[config.mk]
export PLATFORM = sky130hd
export DESIGN_NAME = zero_run_detector
export DESIGN_NICKNAME = d
export VERILOG_FILES = /design/src/rtl/zero_run_detector.sv
export SDC_FILE = /design/constraint.sdc
export NUM_CORES = 1
export LEC_CHECK = 0
export ABC_AREA = 1
export CORE_MARGIN = 2
export CORE_UTILIZATION = 30
export CTS_BUF_LIST = sky130_fd_sc_hd__clkbuf_8
export DETAILED_ROUTE_END_ITERATION = 8
export GPL_TIMING_DRIVEN = 0
export PLACE_DENSITY_LB_ADDON = 0.05
export RECOVER_POWER = 50
export SLEW_MARGIN = 15
export SYNTH_ARGS = -nofsm -noshare
export SYNTH_HDL_FRONTEND = slang
export SYNTH_SLANG_ARGS = --single-unit
[constraint.sdc]
create_clock -name clk -period 3 [get_ports clk]
set_input_delay 0.9 -clock clk [delete_from_list [all_inputs] [get_ports clk]]
set_output_delay 0.9 -clock clk [all_outputs]
set_load 0.01 [all_outputs]
[src/rtl/zero_run_detector.sv]
// zero_run_detector: registered zero flag plus saturating zero-run counter with threshold hit; optional ZRD_MASK_EN adds a bit mask; ports clk, rst, clear, in_valid, a, [mask], zero, run_count, run_hit, hit_pulse
module zero_run_detector #(
  parameter int WIDTH = 8,
  parameter int CNT_W = 4,
  parameter int THRESHOLD = 4
) (
  input  logic             clk,
  input  logic             rst,
  input  logic             clear,
  input  logic             in_valid,
  input  logic [WIDTH-1:0] a,
`ifdef ZRD_MASK_EN
  input  logic [WIDTH-1:0] mask,
`endif
  output logic             zero,
  output logic [CNT_W-1:0] run_count,
  output logic             run_hit,
  output logic             hit_pulse
);
  if (THRESHOLD < 1 || THRESHOLD > 2 ** CNT_W - 1) begin : g_bad_threshold
    $error("zero_run_detector: THRESHOLD out of range 1..2^CNT_W-1");
  end
  typedef enum logic [1:0] {IDLE, RUN, HIT} state_t;
  localparam logic [CNT_W-1:0] THR = CNT_W'(THRESHOLD);
  localparam logic [CNT_W-1:0] MAX = '1;
  state_t state_q, state_d;
  logic [CNT_W-1:0] count_q, count_d, count_inc;
  logic zero_q, zero_d, pulse_q, pulse_d, z;
`ifdef ZRD_MASK_EN
  assign z = (a & mask) == '0;
`else
  assign z = a == '0;
`endif
  always_comb begin
    count_inc = count_q == MAX ? count_q : count_q + 1'b1;
    zero_d = in_valid ? z : zero_q;
    count_d = in_valid ? (z ? count_inc : '0) : count_q;
    state_d = !in_valid ? state_q : !z ? IDLE : count_inc >= THR ? HIT : RUN;
    pulse_d = in_valid && z && state_q != HIT && count_inc >= THR;
  end
  always_ff @(posedge clk) begin
    if (rst || clear) begin
      state_q <= IDLE;
      count_q <= '0;
      zero_q <= 1'b0;
      pulse_q <= 1'b0;
    end else begin
      state_q <= state_d;
      count_q <= count_d;
      zero_q <= zero_d;
      pulse_q <= pulse_d;
    end
  end
  assign zero = zero_q;
  assign run_count = count_q;
  assign run_hit = state_q == HIT;
  assign hit_pulse = pulse_q;
endmodule

Word-level counts from Yosys, hierarchy flattened:

Cells that the tools add are included.

* output and inout port bits: 7
* flip-flop bits (word level): 8

* reduce and logical (&&, ||, !) cells: 5
* equality and inequality tests: 3
* $lt $le $gt $ge: 1
* muxes and demuxes: 4
* $add $sub $neg: 1

Operators by type and width (count)
* $logic_not A8 Y1: 1
* $mux W4: 2
* $add A4 B1 Y4 const B: 1
* $eq A4 B4 Y1 const B: 1
* $ge A4 B3 Y1 const B: 1
* $mux W2: 2
* $logic_and A1 B1 Y1: 3
* $eq A2 B2 Y1 const B: 1
* $ne A2 B2 Y1 const B: 1
* $logic_or A1 B1 Y1: 1

Logic depth before layout (Yosys ltp):

* depth in word-level cells: 5
* gate-level depth with buffers: 8
* depth with buffers taken out: 8

Worst setup path before layout:

Ideal clock, no wire load.

* path kind: in2reg
* start point: input clear
* end point: register pulse_q, in the netlist hit_pulse
* path buffers: 1
* stages on the path: 3
* setup slack: 1.480 ns
* library setup time: 0.074 ns
* data arrival time: 1.446 ns
* cells stage by stage: or2_1 clkbuf_1 nor3_2

* longest elaborated chain between the ends: 1

Ends and longest elaborated chain
* from (decl): line 9 `input logic clear,`
* $logic_or A1 B1 Y1: line 42 `if (rst || clear) begin`
* to (signal assigned): line 51 `pulse_q <= pulse_d;`
* to (decl): line 28 `logic zero_q, zero_d, pulse_q, pulse_d, z;`

Every way passes these cells.
A chain may end at the register's enable or synchronous reset.

Final worst setup path:

* start point: input in_valid
* end point: register pulse_q, in the netlist hit_pulse

* longest elaborated chain between the ends: 3

Ends and longest elaborated chain
* from (decl): line 10 `input logic in_valid,`
* $logic_and A1 B1 Y1 (3 in a row): line 39 `pulse_d = in_valid && z && state_q != HIT && count_inc >= THR;`

Every way passes these cells.

==> summary.md <==
| Metric | Value |
|---|---|
| Status | finished, final reports clean |
| Cell Area, Synth | 452 um2 |
| Synth top area share | 0.355 |
| Storage element area | 160 um2 |
| Slew Limit Fails | 0 |
| VDD IR max | 0.000250 V |
| Reg2reg path depth | 5 |
| Dpl hpwl | 771 um |
| WL per Instance | 9.80 um |
| CTS sink count | 8 |
| Netlist cell types | 18 |
| Routability congestion estimate | 0.628 |
| Syn avg cell area | 6.74 um2 |
| Total chip power | 0.000255 W |
| Worst-skew pair later-pin latency | 0.23 ns |
| Fill count | 164 |
| Grt ovf | 0 |
| Sequential share of the synthesized area | 0.355 |
| PortBufs | 18 |
| Placed cell count | 101 |
| Via count | 444 |
| Clock slew at reported path FFs | 0.04 ns |
| Max clock buf depth | 2 |
| First-pass GRT wire length | 1640 um |
| Static Leak | 0.252 nW |
| Setup violators final | 0 |
| Req. time, crit path | 3.15 ns |
| Hold crit path type | flip-flop to flip-flop |
| CORE AREA | 1450 um2 |
| Synth top area cells | dfxtp_1 35%, nand2_1 17%, nor2_1 6.6% |
| CTS tree | yes |
| Max incr delay on CP | 0.52 ns |
| # DRC | 0 |
| Most frequent CP cell | nor2_1 |
| Hold-fix buffers, CTS | 0 |
| Setup Buffers After CTS | 0 |
| Crit path cell chain | dlygate4sd3_1, inv_1, nor2_1, nand3_2, nor2_1, nand2_2, nor3_1 |
| P&R area growth vs syn | 50.1% |
| Setup tns final | 0 ns |
| YS warnings | 0 |
| Largest net degree at the start of global routing | 9 |
| GR Util All Layers | 0.127 |
| #FFs+latches synth | 8 |
| Share of post-route cells with drive strength above 1 | 0.136 |
| Mapped Nets | 80 |
| Fmax | 444 MHz |
| Multi-input gate area | 235 um2 |
| Fin. Hold Viols | 0 |
| Area leader, netlist | dfxtp_1 |
| Worst setup EP type | flip-flop |
| CTS Buf Count | 3 |
| Fin util | 0.466 |
| Min Tclk post-route | 2.25 ns |
| RSZ-0062 raised after global routing | no |
| Root Driver | clkbuf_8 |
| Hold Crit Depth | 2 |
| I/O pins | 19 |
| DRT Wirelength | 1020 um |
| Slew margin rel. | 0.672 |
| Die area | 1830 um2 |
| Total of max-cap violations | 0 |
| Die Ht | 42.8 um |
| H-tree depth | 1 |
| Flop2flop setup slack | 1.72 ns |
| CP max stage cell | dlygate4sd3_1 |
| Row cnt | 14 |
| Hold_ws | 0.470 ns |
| Fin cells | 104 |
| Final ANT Viol Nets | 0 |
| Drt pass-1 iters | 4 |
| Crit Path Class | input port to flip-flop |
| CP Data Arrival Time | 2.40 ns |
| Die Wd | 42.8 um |
| Initial antenna violation count | 0 |
| CP Launch Type | input port |
| Syn Inst Count | 67 |
| Nets | 103 |
| Final Skew | 0.00503 ns |
| Period utilisation layout | 0.751 |
| Worst-path maximum fanout | 8 |
| PD cells | 377 nW/um2 |
| Via density | 4.27 |
| Tightest Pin Transition | 0.490 ns |
| Ant diodes | 0 |
| Vias in the first global route | 376 |
| DRT iter0 DRCs | 11 |
| Initial Util | 0.311 |
| Cts repair resizes | 0 |
[sequential cells by signal, indices dropped and copies added (netlist names)]
signal,flops
zero,1
state_q,2
run_count,4
hit_pulse,1
[kinds of logic (layout without fill, tap and decap cells)]
group	after synthesis	count (layout)	share of synthesized area
and+or+nand+nor	39	39	0.413
adders and majority gates	1	1	0.0277
AOI/OAI and AO/OA	8	8	0.114
buffers and inverters	11	32	0.0914
DFF	8	8	0.355
[cells in the mapped netlist]
cell type,instances
nor2_1,8
nand3_1,1
dfxtp_1,8
clkbuf_1,1
nand2_1,21
inv_1,7
ha_1,1
nand3_2,2
a21oi_1,4
nor2_2,1
a21oi_2,3
inv_2,3
nor2_4,1
o21ai_1,1
nand2_2,2
nand4_1,1
nor3_2,1
or2_1,1
[stage by stage]
stage	worst slack [ns]	area (um2)
after floorplan	1.48	452
after global routing	0.567	678
final	0.746	678
after detailed placement	0.872	652
after CTS	0.805	693
after global placement	0.889	652
[final cells by class]
class | count | share of cell area
Multi-Input combinational cell | 48 | 0.347
Timing Repair Buffer | 18 | 0.266
Sequential cell | 8 | 0.236
Clock buffer | 3 | 0.0609
Inverter | 10 | 0.0554
Tap cell | 16 | 0.0295
Buffer | 1 | 0.00554
[final timing paths]
path,to,from
worst min-delay path,state_q[0],state_q[0]
worst min register to register,state_q[0],state_q[0]
worst max register to register,run_count[1],run_count[0]
worst max-delay path,hit_pulse,in_valid
[cells in the final DEF (no fill, tap or decap), drive strengths merged, types with 3 or more instances in the layout]
cell and count:
nor2 10, nand2 23, clkbuf 4, dfxtp 8, a21oi 7, clkdlybuf4s50 17
inv 10, nand3 3
[layer usage]
layer,GRT usage,part of all wire,up-vias,routed length [um]
met5,0,0,-,0
met1,0.146,0.45,179,457
met4,0.0563,0,0,0
met3,0.0809,0.099,0,101
li1,-,-,248,-
met2,0.185,0.45,17,460
[critical path: cells and delay by family]
| kind | cells | cell delay, ns |
|---|---|---|
| buffers and inverters | 2 | 0.64 |
| and+or+nand+nor | 5 | 0.87 |
[power breakdown]
part | internal [W] | total [W] | switching [W] | leakage, nW
combinational | 0.0000138 | 0.0000206 | 0.00000676 | 0.166
sequential | 0.000107 | 0.000107 | 0.0000000244 | 0.0644
clock | 0.0000868 | 0.000128 | 0.0000412 | 0.0216
total | 0.000207 | 0.000255 | 0.0000479 | 0.252
No activity file was read; power rests on OpenSTA's default activity.
